`src/rtl/cadd_rr_arbiter.sv`:
```
// cadd_rr_arbiter: round-robin shared complex adder with a single tagged result slot
module cadd_rr_arbiter #(
  parameter int DATA_WIDTH = 16,
  parameter int NUM_REQ    = 4,
  parameter int ID_WIDTH   = 2,
  parameter int SATURATE   = 0
) (
  input  logic                           clk,
  input  logic                           rst,
  input  logic [NUM_REQ-1:0]             req_valid,
  output logic [NUM_REQ-1:0]             req_ready,
  input  logic [NUM_REQ*DATA_WIDTH-1:0]  req_a_real,
  input  logic [NUM_REQ*DATA_WIDTH-1:0]  req_a_imag,
  input  logic [NUM_REQ*DATA_WIDTH-1:0]  req_b_real,
  input  logic [NUM_REQ*DATA_WIDTH-1:0]  req_b_imag,
  output logic                           rsp_valid,
  input  logic                           rsp_ready,
  output logic [ID_WIDTH-1:0]            rsp_id,
  output logic [DATA_WIDTH-1:0]          rsp_real,
  output logic [DATA_WIDTH-1:0]          rsp_imag
);
  localparam int PW = (NUM_REQ > 1) ? $clog2(NUM_REQ) : 1;
  localparam logic S_EMPTY = 1'b0;
  localparam logic S_FULL  = 1'b1;
  logic                  state_q, state_d;
  logic [PW-1:0]         ptr_q, ptr_d;
  logic [ID_WIDTH-1:0]   id_q, id_d;
  logic [DATA_WIDTH-1:0] real_q, real_d, imag_q, imag_d;
  logic [NUM_REQ-1:0]    rot;
  logic [PW-1:0]         off, grant;
  logic [PW:0]           gsum;
  logic                  found, can_accept, accept;
  logic [DATA_WIDTH-1:0] a_r, a_i, b_r, b_i;

  function automatic logic [DATA_WIDTH-1:0] add_c(input logic [DATA_WIDTH-1:0] a, input logic [DATA_WIDTH-1:0] b);
    logic [DATA_WIDTH:0] s;
    s = {a[DATA_WIDTH-1], a} + {b[DATA_WIDTH-1], b};
    return (SATURATE != 0 && s[DATA_WIDTH] != s[DATA_WIDTH-1])
      ? (s[DATA_WIDTH] ? {1'b1, {(DATA_WIDTH-1){1'b0}}} : {1'b0, {(DATA_WIDTH-1){1'b1}}})
      : s[DATA_WIDTH-1:0];
  endfunction

  // rotate requests so the search starts at ptr, take the nearest one, map back to an index
  always_comb begin
    rot = NUM_REQ'({req_valid, req_valid} >> ptr_q);
    off = '0;
    found = 1'b0;
    for (int k = NUM_REQ - 1; k >= 0; k--)
      if (rot[k]) begin
        off = PW'(k);
        found = 1'b1;
      end
    gsum = {1'b0, ptr_q} + {1'b0, off};
    grant = (gsum >= (PW+1)'(NUM_REQ)) ? PW'(gsum - (PW+1)'(NUM_REQ)) : PW'(gsum);
  end

  // select the granted requester's operands
  always_comb begin
    a_r = '0;
    a_i = '0;
    b_r = '0;
    b_i = '0;
    for (int k = 0; k < NUM_REQ; k++)
      if (grant == PW'(k)) begin
        a_r = req_a_real[k*DATA_WIDTH +: DATA_WIDTH];
        a_i = req_a_imag[k*DATA_WIDTH +: DATA_WIDTH];
        b_r = req_b_real[k*DATA_WIDTH +: DATA_WIDTH];
        b_i = req_b_imag[k*DATA_WIDTH +: DATA_WIDTH];
      end
  end

  // slot register, pointer and result flops
  always_ff @(posedge clk) begin
    if (rst) begin
      state_q <= S_EMPTY;
      ptr_q   <= '0;
      id_q    <= '0;
      real_q  <= '0;
      imag_q  <= '0;
    end else begin
      state_q <= state_d;
      ptr_q   <= ptr_d;
      id_q    <= id_d;
      real_q  <= real_d;
      imag_q  <= imag_d;
    end
  end

  // next slot state: an accept always fills it, a drain without accept empties it
  always_comb begin
    state_d = accept ? S_FULL : (state_q == S_FULL && !rsp_ready) ? S_FULL : S_EMPTY;
    ptr_d   = accept ? ((grant == PW'(NUM_REQ - 1)) ? '0 : grant + 1'b1) : ptr_q;
    id_d    = accept ? ID_WIDTH'(grant) : id_q;
    real_d  = accept ? add_c(a_r, b_r) : real_q;
    imag_d  = accept ? add_c(a_i, b_i) : imag_q;
  end

  // handshake and registered response outputs
  always_comb begin
    can_accept = (state_q == S_EMPTY) || rsp_ready;
    req_ready  = (found && can_accept && !rst) ? (NUM_REQ'(1) << grant) : '0;
    accept     = |req_ready;
    rsp_valid  = (state_q == S_FULL);
    rsp_id     = id_q;
    rsp_real   = real_q;
    rsp_imag   = imag_q;
  end
endmodule

```
`config.mk`:
```
export PLATFORM = sky130hd
export DESIGN_NAME = cadd_rr_arbiter
export DESIGN_NICKNAME = d
export VERILOG_FILES = /design/src/rtl/cadd_rr_arbiter.sv
export SDC_FILE = /design/constraint.sdc
export NUM_CORES = 1
export LEC_CHECK = 0
export CORE_MARGIN = 3
export CORE_UTILIZATION = 38
export CTS_CLUSTER_SIZE = 28
export DETAILED_ROUTE_END_ITERATION = 10
export GPL_TIMING_DRIVEN = 0
export HOLD_SLACK_MARGIN = 0.05
export PLACE_DENSITY_LB_ADDON = 0.05
export SKIP_LAST_GASP = 1
export SLEW_MARGIN = 30
export SYNTH_ARGS = -nofsm -noshare
export SYNTH_HDL_FRONTEND = slang
export SYNTH_SLANG_ARGS = --single-unit
```
`constraint.sdc`:
```
create_clock -name clk -period 5.95 [get_ports clk]
set_clock_uncertainty 0.2 [all_clocks]
set_input_delay 1.19 -clock clk [delete_from_list [all_inputs] [get_ports clk]]
set_output_delay 1.19 -clock clk [all_outputs]
set_load 0.02 [all_outputs]
```
Yosys cells after proc, flatten, opt, wreduce, memory -nomap -nowiden
Cells that the tools add are included.

Flip-flop bits (word level): 37. Bits in latches: 0. Bits in read-only memories: 0. Input port bits: 263. Logic and storage cells: 54. Memories kept: 0. Memory bits (writable): 0.

$lt $le $gt $ge: 1. Reductions and logical operators: 8. Div/mod/pow operators: 0. Add/sub/neg operators: 5. Multiplexer cells: 29. Shifts and indexed selects: 2. Multipliers: 0. Equal/unequal tests: 3. Bitwise gates (word level): 1.

Operators by type and width (count): 16-bit two-way mux (16); 16-bit adder (2); 2-bit two-way mux (6); 8-bit by 2-bit >> shifter with 4-bit output (1); 1-bit two-way mux (6); 2-bit equality test (second input constant) (2); 4-bit two-way mux (1); 4-bit OR reduction (1); 1-bit by 2-bit << shifter with 4-bit output (first input constant) (1); 2-bit by 2-bit adder with 3-bit output (1); 3-bit >= comparator (second input constant) (1); 1-bit logical AND (3); 2-bit by 1-bit adder with 2-bit output (second input constant) (1); 2-bit by 1-bit equality test with 1-bit output (second input constant) (1); 1-bit logical NOT (2); 2-bit logical NOT (1); 2-bit by 1-bit subtractor with 2-bit output (second input constant) (1); 1-bit logical OR (1); 1-bit NOT (1).

Depth between registers and ports, before layout
Gate-level depths: netlist of the first run.

Depth after elaboration: 14. Mapped depth: 24.

Worst setup path before layout of the first run
OpenSTA, ideal clock, no wires.

Kind: input to register. Start: input port req_valid[0]. End: register imag_q[14], in the netlist rsp_imag[14]. Cell stages on the path: 22. Data required time: 5.613 ns. Buffers on the path: 2. Setup slack: 0.687 ns. Arrival time: 4.925 ns. Path through: nor2_1 > nor3_1 > a21oi_1 > nand2_1 > ha_1 > inv_1 > ha_1 > nor2b_1 > clkbuf_1 > clkbuf_1 > a22oi_1 > nor2_1 > a21oi_1 > o21ai_0 > ha_1 > fa_1 > a21oi_1 > nor2_1 > o2111ai_1 > a21boi_0 > o311ai_0 > o211ai_1.

Longest elaborated chain between the ends: 14. Elaborated cells between the ends (all ways): 31.

RTL lines: start, declared (RTL line 10) `input logic [NUM_REQ-1:0] req_valid,`; 8-bit by 2-bit >> shifter with 4-bit output (*) (RTL line 45) `rot = NUM_REQ'({req_valid, req_valid} >> ptr_q);`; 2-bit two-way mux (3 in series) (RTL line 49) `if (rot[k]) begin`; 2-bit two-way mux (*) (RTL line 49); 2-bit by 2-bit adder with 3-bit output (*) (RTL line 53) `gsum = {1'b0, ptr_q} + {1'b0, off};`; 3-bit >= comparator / 2-bit by 1-bit subtractor with 2-bit output (equally long branches) (RTL line 54) `grant = (gsum >= (PW+1)'(NUM_REQ)) ? PW'(gsum - (PW+1)'(NUM_REQ)) : PW'(gsum);`; 2-bit two-way mux (*) (RTL line 54); net grant[0] (RTL line 30) `logic [PW-1:0] off, grant;`; 2-bit logical NOT (RTL line 64) `if (grant == PW'(k)) begin`; 16-bit two-way mux (4 in series) (RTL line 64); 16-bit adder (RTL line 37) `s = {a[DATA_WIDTH-1], a} + {b[DATA_WIDTH-1], b};`; end signal, assigned (RTL line 85) `imag_q <= imag_d;`; end, declared (RTL line 28) `logic [DATA_WIDTH-1:0] real_q, real_d, imag_q, imag_d;`.

Mark *: on every way through the listed nets, which the timed path passes. The rest lies on a longest branch. A chain may end at the register's enable or synchronous reset.

Worst setup path after layout of the first run
Start: input port req_valid[3]. End: register imag_q[14], in the netlist rsp_imag[14].

Longest elaborated chain between the ends: 14. Elaborated cells between the ends (all ways): 31.

RTL lines (RTL line): 8-bit by 2-bit >> shifter with 4-bit output (*) (45); 2-bit two-way mux (4 in series) (49); 2-bit by 2-bit adder with 3-bit output (53); 3-bit >= comparator / 2-bit by 1-bit subtractor with 2-bit output (equally long branches) (54); 2-bit two-way mux (54); 2-bit logical NOT (64); 16-bit two-way mux (4 in series) (64); 16-bit adder (37).

Mark *: on every way between the ends. The rest lies on a longest branch, timed or not.

==> flow_summary_export.csv, run 1 <==
group,metric,value,unit
clock_network,cts_tree,"done",
layout,area_delta_synth_final,73.9,%
setup_path,crit_chain,"dlymetal6s2s_1, inv_1, o311ai_1, o21ai_0, nand2_1, ha_1, xor2_2, ha_2, nor2b_1, clkbuf_4, clkbuf_4, a22oi_1, nor2_1, a21oi_1, o21ai_1, ha_2, fa_1, a21oi_2, nor2_1, o2111ai_2, a21boi_2, o31a_1, o211ai_1",
logic_synthesis,yosys_warnings,0,
floorplanning,core_area,12100,sq um
logic_synthesis,postSynth.asyncResetShare,0,
clock_network,hold_buffers,0,
setup_path,startpoint_type,"primary input",
setup_path,crit_fanout,10,
clock_network,cts-root-buf,"clkbuf_16",
floorplanning,initial_core_util,0.391,
logic_synthesis,synth_cells,727,
drt,wl_per_cell,17.3,um
layout,num_antenna_cells,0,
global_route,grt_max_degree,13,
floorplanning,floorplan.rows,40,
setup_path,required,5.96,ns
sta,tightestPinTransition,0.644,ns
layout,drive_above_1_share,0.0559,
global_route,grt_usage,0.287,
worst_hold_path,min_path_type,"register to register",
setup_path,timing.rr.start,"ptr_q[0]$_SDFFE_PP0P_",
logic_synthesis,syn_area_per_cell,6.50,sq um
clock_network,cts_buffers,5,
power_and_ir_drop,power_leakage,3.20,nW
clock_network,cts_sinks,37,
setup_path,worstSetupPathType,"primary input to register",
layout,stdcell_area,8210,sq um
global_route,grt_pass1_vias,6534,
power_and_ir_drop,ir_worst_vdd,0.249,mV
floorplanning,dieArea,13800,sq um
setup_path,end_kind,"register",
logic_synthesis,syn_area,4720,sq um
logic_synthesis,syn_nets,1027,
drt,dr.first_iter.drc_count,362,
sta,rsz0062_at_grt,"no",
clock_network,clk_pin_slew,0.06,ns
place,place_inst,1196,
setup_path,critPathLaunch,"req_valid[3]",
clock_network,htree_levels,2,
outcome,status,"complete, no violations",
global_route,grt_pass1_wl,33000,um
layout,fin_util,0.681,
logic_synthesis,synth_seq_cells,37,
sta,whs,0.256,ns
place,gp_congestion,0.971,
place,place_area,7950,sq um
logic_synthesis,ys.flop_type,"dfxtp_1",
floorplanning,die_x,117,um
layout,layout_common_cells,"clkdlybuf4s50_1 (297), nand2_1 (108), a21oi_1 (97)",
logic_synthesis,yosysSeqAreaShare,0.157,
layout,num-nets-final,1336,
global_route,overflow,0,
sta,relSlewSlack,0.566,
clock_network,clockBufferDepth,2,
drt,dr.pass1.iters,5,
sta,setup_viol,0,
drt,drc,0,
place,portBuffers,301,
drt,via_per_inst,5.41,
logic_synthesis,synth_edf_count,0,
floorplanning,die_y,117,um
layout,final_common_cell,"clkdlybuf4s50_1",
power_and_ir_drop,power.density,640,nW/um^2
drt,vias,6518,
sta,period_needed,5.56,ns
setup_path,critPathArrivalTime,5.57,ns
layout,layout.cells.non_filler,1205,
setup_path,crit_slowest_cell,"fa_1",
job,drv_cap,0,
sta,slew_viol_final,0,
clock_network,clk_latency,0.28,ns
global_route,antenna_found_initial,0,
logic_synthesis,synth_cell_types,59,
drt,antenna_left,0,
sta,hold_violations,0,
place,hpwlAfterDp,17100,um
sta,post-route-period-util,0.934,
floorplanning,pin_count,302,
sta,fmax,180,MHz
worst_hold_path,min_from,"rsp_real[3]$_SDFFE_PP0P_",
drt,drt_wl_total,20800,um
setup_path,max_stage_delay,0.48,ns
==> cell families (layout without fill, tap and decap cells) <==
kind of cell               Yosys count  in the layout  synth area share
AOI/OAI and AO/OA                  311            311             0.412
xor gates and xnor gates            24             24            0.0445
adders and majority gates           37             37             0.101
buffers and inverters               65            375            0.0541
DFF                                 37             37             0.157
muxes                                1              1           0.00212
and+or+nand+nor                    252            252             0.229
==> cell type report <==
type                            count  area [sq um]
Clock inverter                      3          17.5
Inverter                           10          37.5
Clock buffer                        5           125
Fill cell                        1101          3850
Multi-Input combinational cell    625          3780
Buffer                             54           258
Sequential cell                    37           741
Timing Repair Buffer              303          3040
Tap cell                          168           210
==> per-stage QoR <==
step / setup TNS [ns] / total power [mW] / setup WS, ns
floorplan: 0 / 3.52 / 0.687
global placement: -18.03 / 4.74 / -1.07
detailed placement: -20.89 / 4.79 / -1.19
CTS: -0.0174 / 5.19 / -0.0174
finish: 0 / 5.25 / 0.391
global route: 0 / 5.78 / 0.0426
==> power breakdown <==
part / total (mW) / internal (mW) / switching [mW]
Combinational: 4.58 / 1.86 / 2.72
Clock: 0.260 / 0.154 / 0.106
Sequential: 0.413 / 0.359 / 0.0543
==> synth_stat cells (2+ instances only) <==
cell type,n,area (sq um)
nand2_1,108,405
a21oi_1,99,495
nor2_1,85,319
o21ai_0,81,405
a22oi_1,63,473
clkbuf_1,40,150
dfxtp_1,37,741
ha_1,35,438
xor2_1,15,131
nand3_1,13,65.1
nor3_1,12,60.1
a21o_1,11,82.6
inv_1,10,37.5
xnor2_1,9,78.8
buf_1,8,30.0
a211oi_1,7,52.6
a31oi_1,7,43.8
nand4_1,7,43.8
and2_1,6,37.5
buf_2,6,30.0
o211ai_1,6,45.0
o21ai_1,5,25.0
and3_1,4,25.0
nand2b_1,4,25.0
o21a_1,4,30.0
a21boi_0,2,15.0
a31o_2,2,17.5
a41oi_1,2,17.5
fa_1,2,40.0
nand3b_1,2,15.0
nor2b_1,2,12.5
o2111ai_1,2,17.5
o21bai_1,2,15.0
o22ai_1,2,12.5
o311ai_0,2,17.5
o31a_1,2,17.5
==> worst max-delay path, delay by kind of cell <==
kind,cells,cell delay [ns]
adder cells (fa/ha/maj),4,1.18
XOR/XNOR,1,0.26
buffers and inverters,4,0.74
AND/OR/NAND/NOR,4,0.28
AO/OA/AOI/OAI,10,1.92
==> metal layers <==
layer,track usage,part of all wire
met1,0.353,0.41
met2,0.510,0.48
met3,0.0605,0.085
met4,0.0755,0.025
met5,0,0
==> final timing paths <==
kind	to	slack [ns]	depth (start not counted)
min	rsp_real[3]$_SDFFE_PP0P_	0.26	2
max reg2reg	rsp_imag[14]$_SDFFE_PP0P_	0.93	24
max	rsp_imag[14]$_SDFFE_PP0P_	0.39	23
min reg2reg	rsp_real[3]$_SDFFE_PP0P_	0.26	2
==> registers in the layout (all words and copies together), names as in the netlist <==
register,count
rsp_imag,16
rsp_real,16
ptr_q,2
rsp_id,2
rsp_valid,1
==> repair_timing <==
action                     in CTS  in global routing
resized for setup              40                 17
pin swaps                       2                  2
buffers inserted                2                  0
setup endpoints to repair      28                 25
Power figures use the tool's default switching activity.
==> run 2, diff against run 1 <==
- CAP_MARGIN: default -> 20
==> results of run 2 <==
The final DEF is identical to that of run 1; final timing and power are the same.
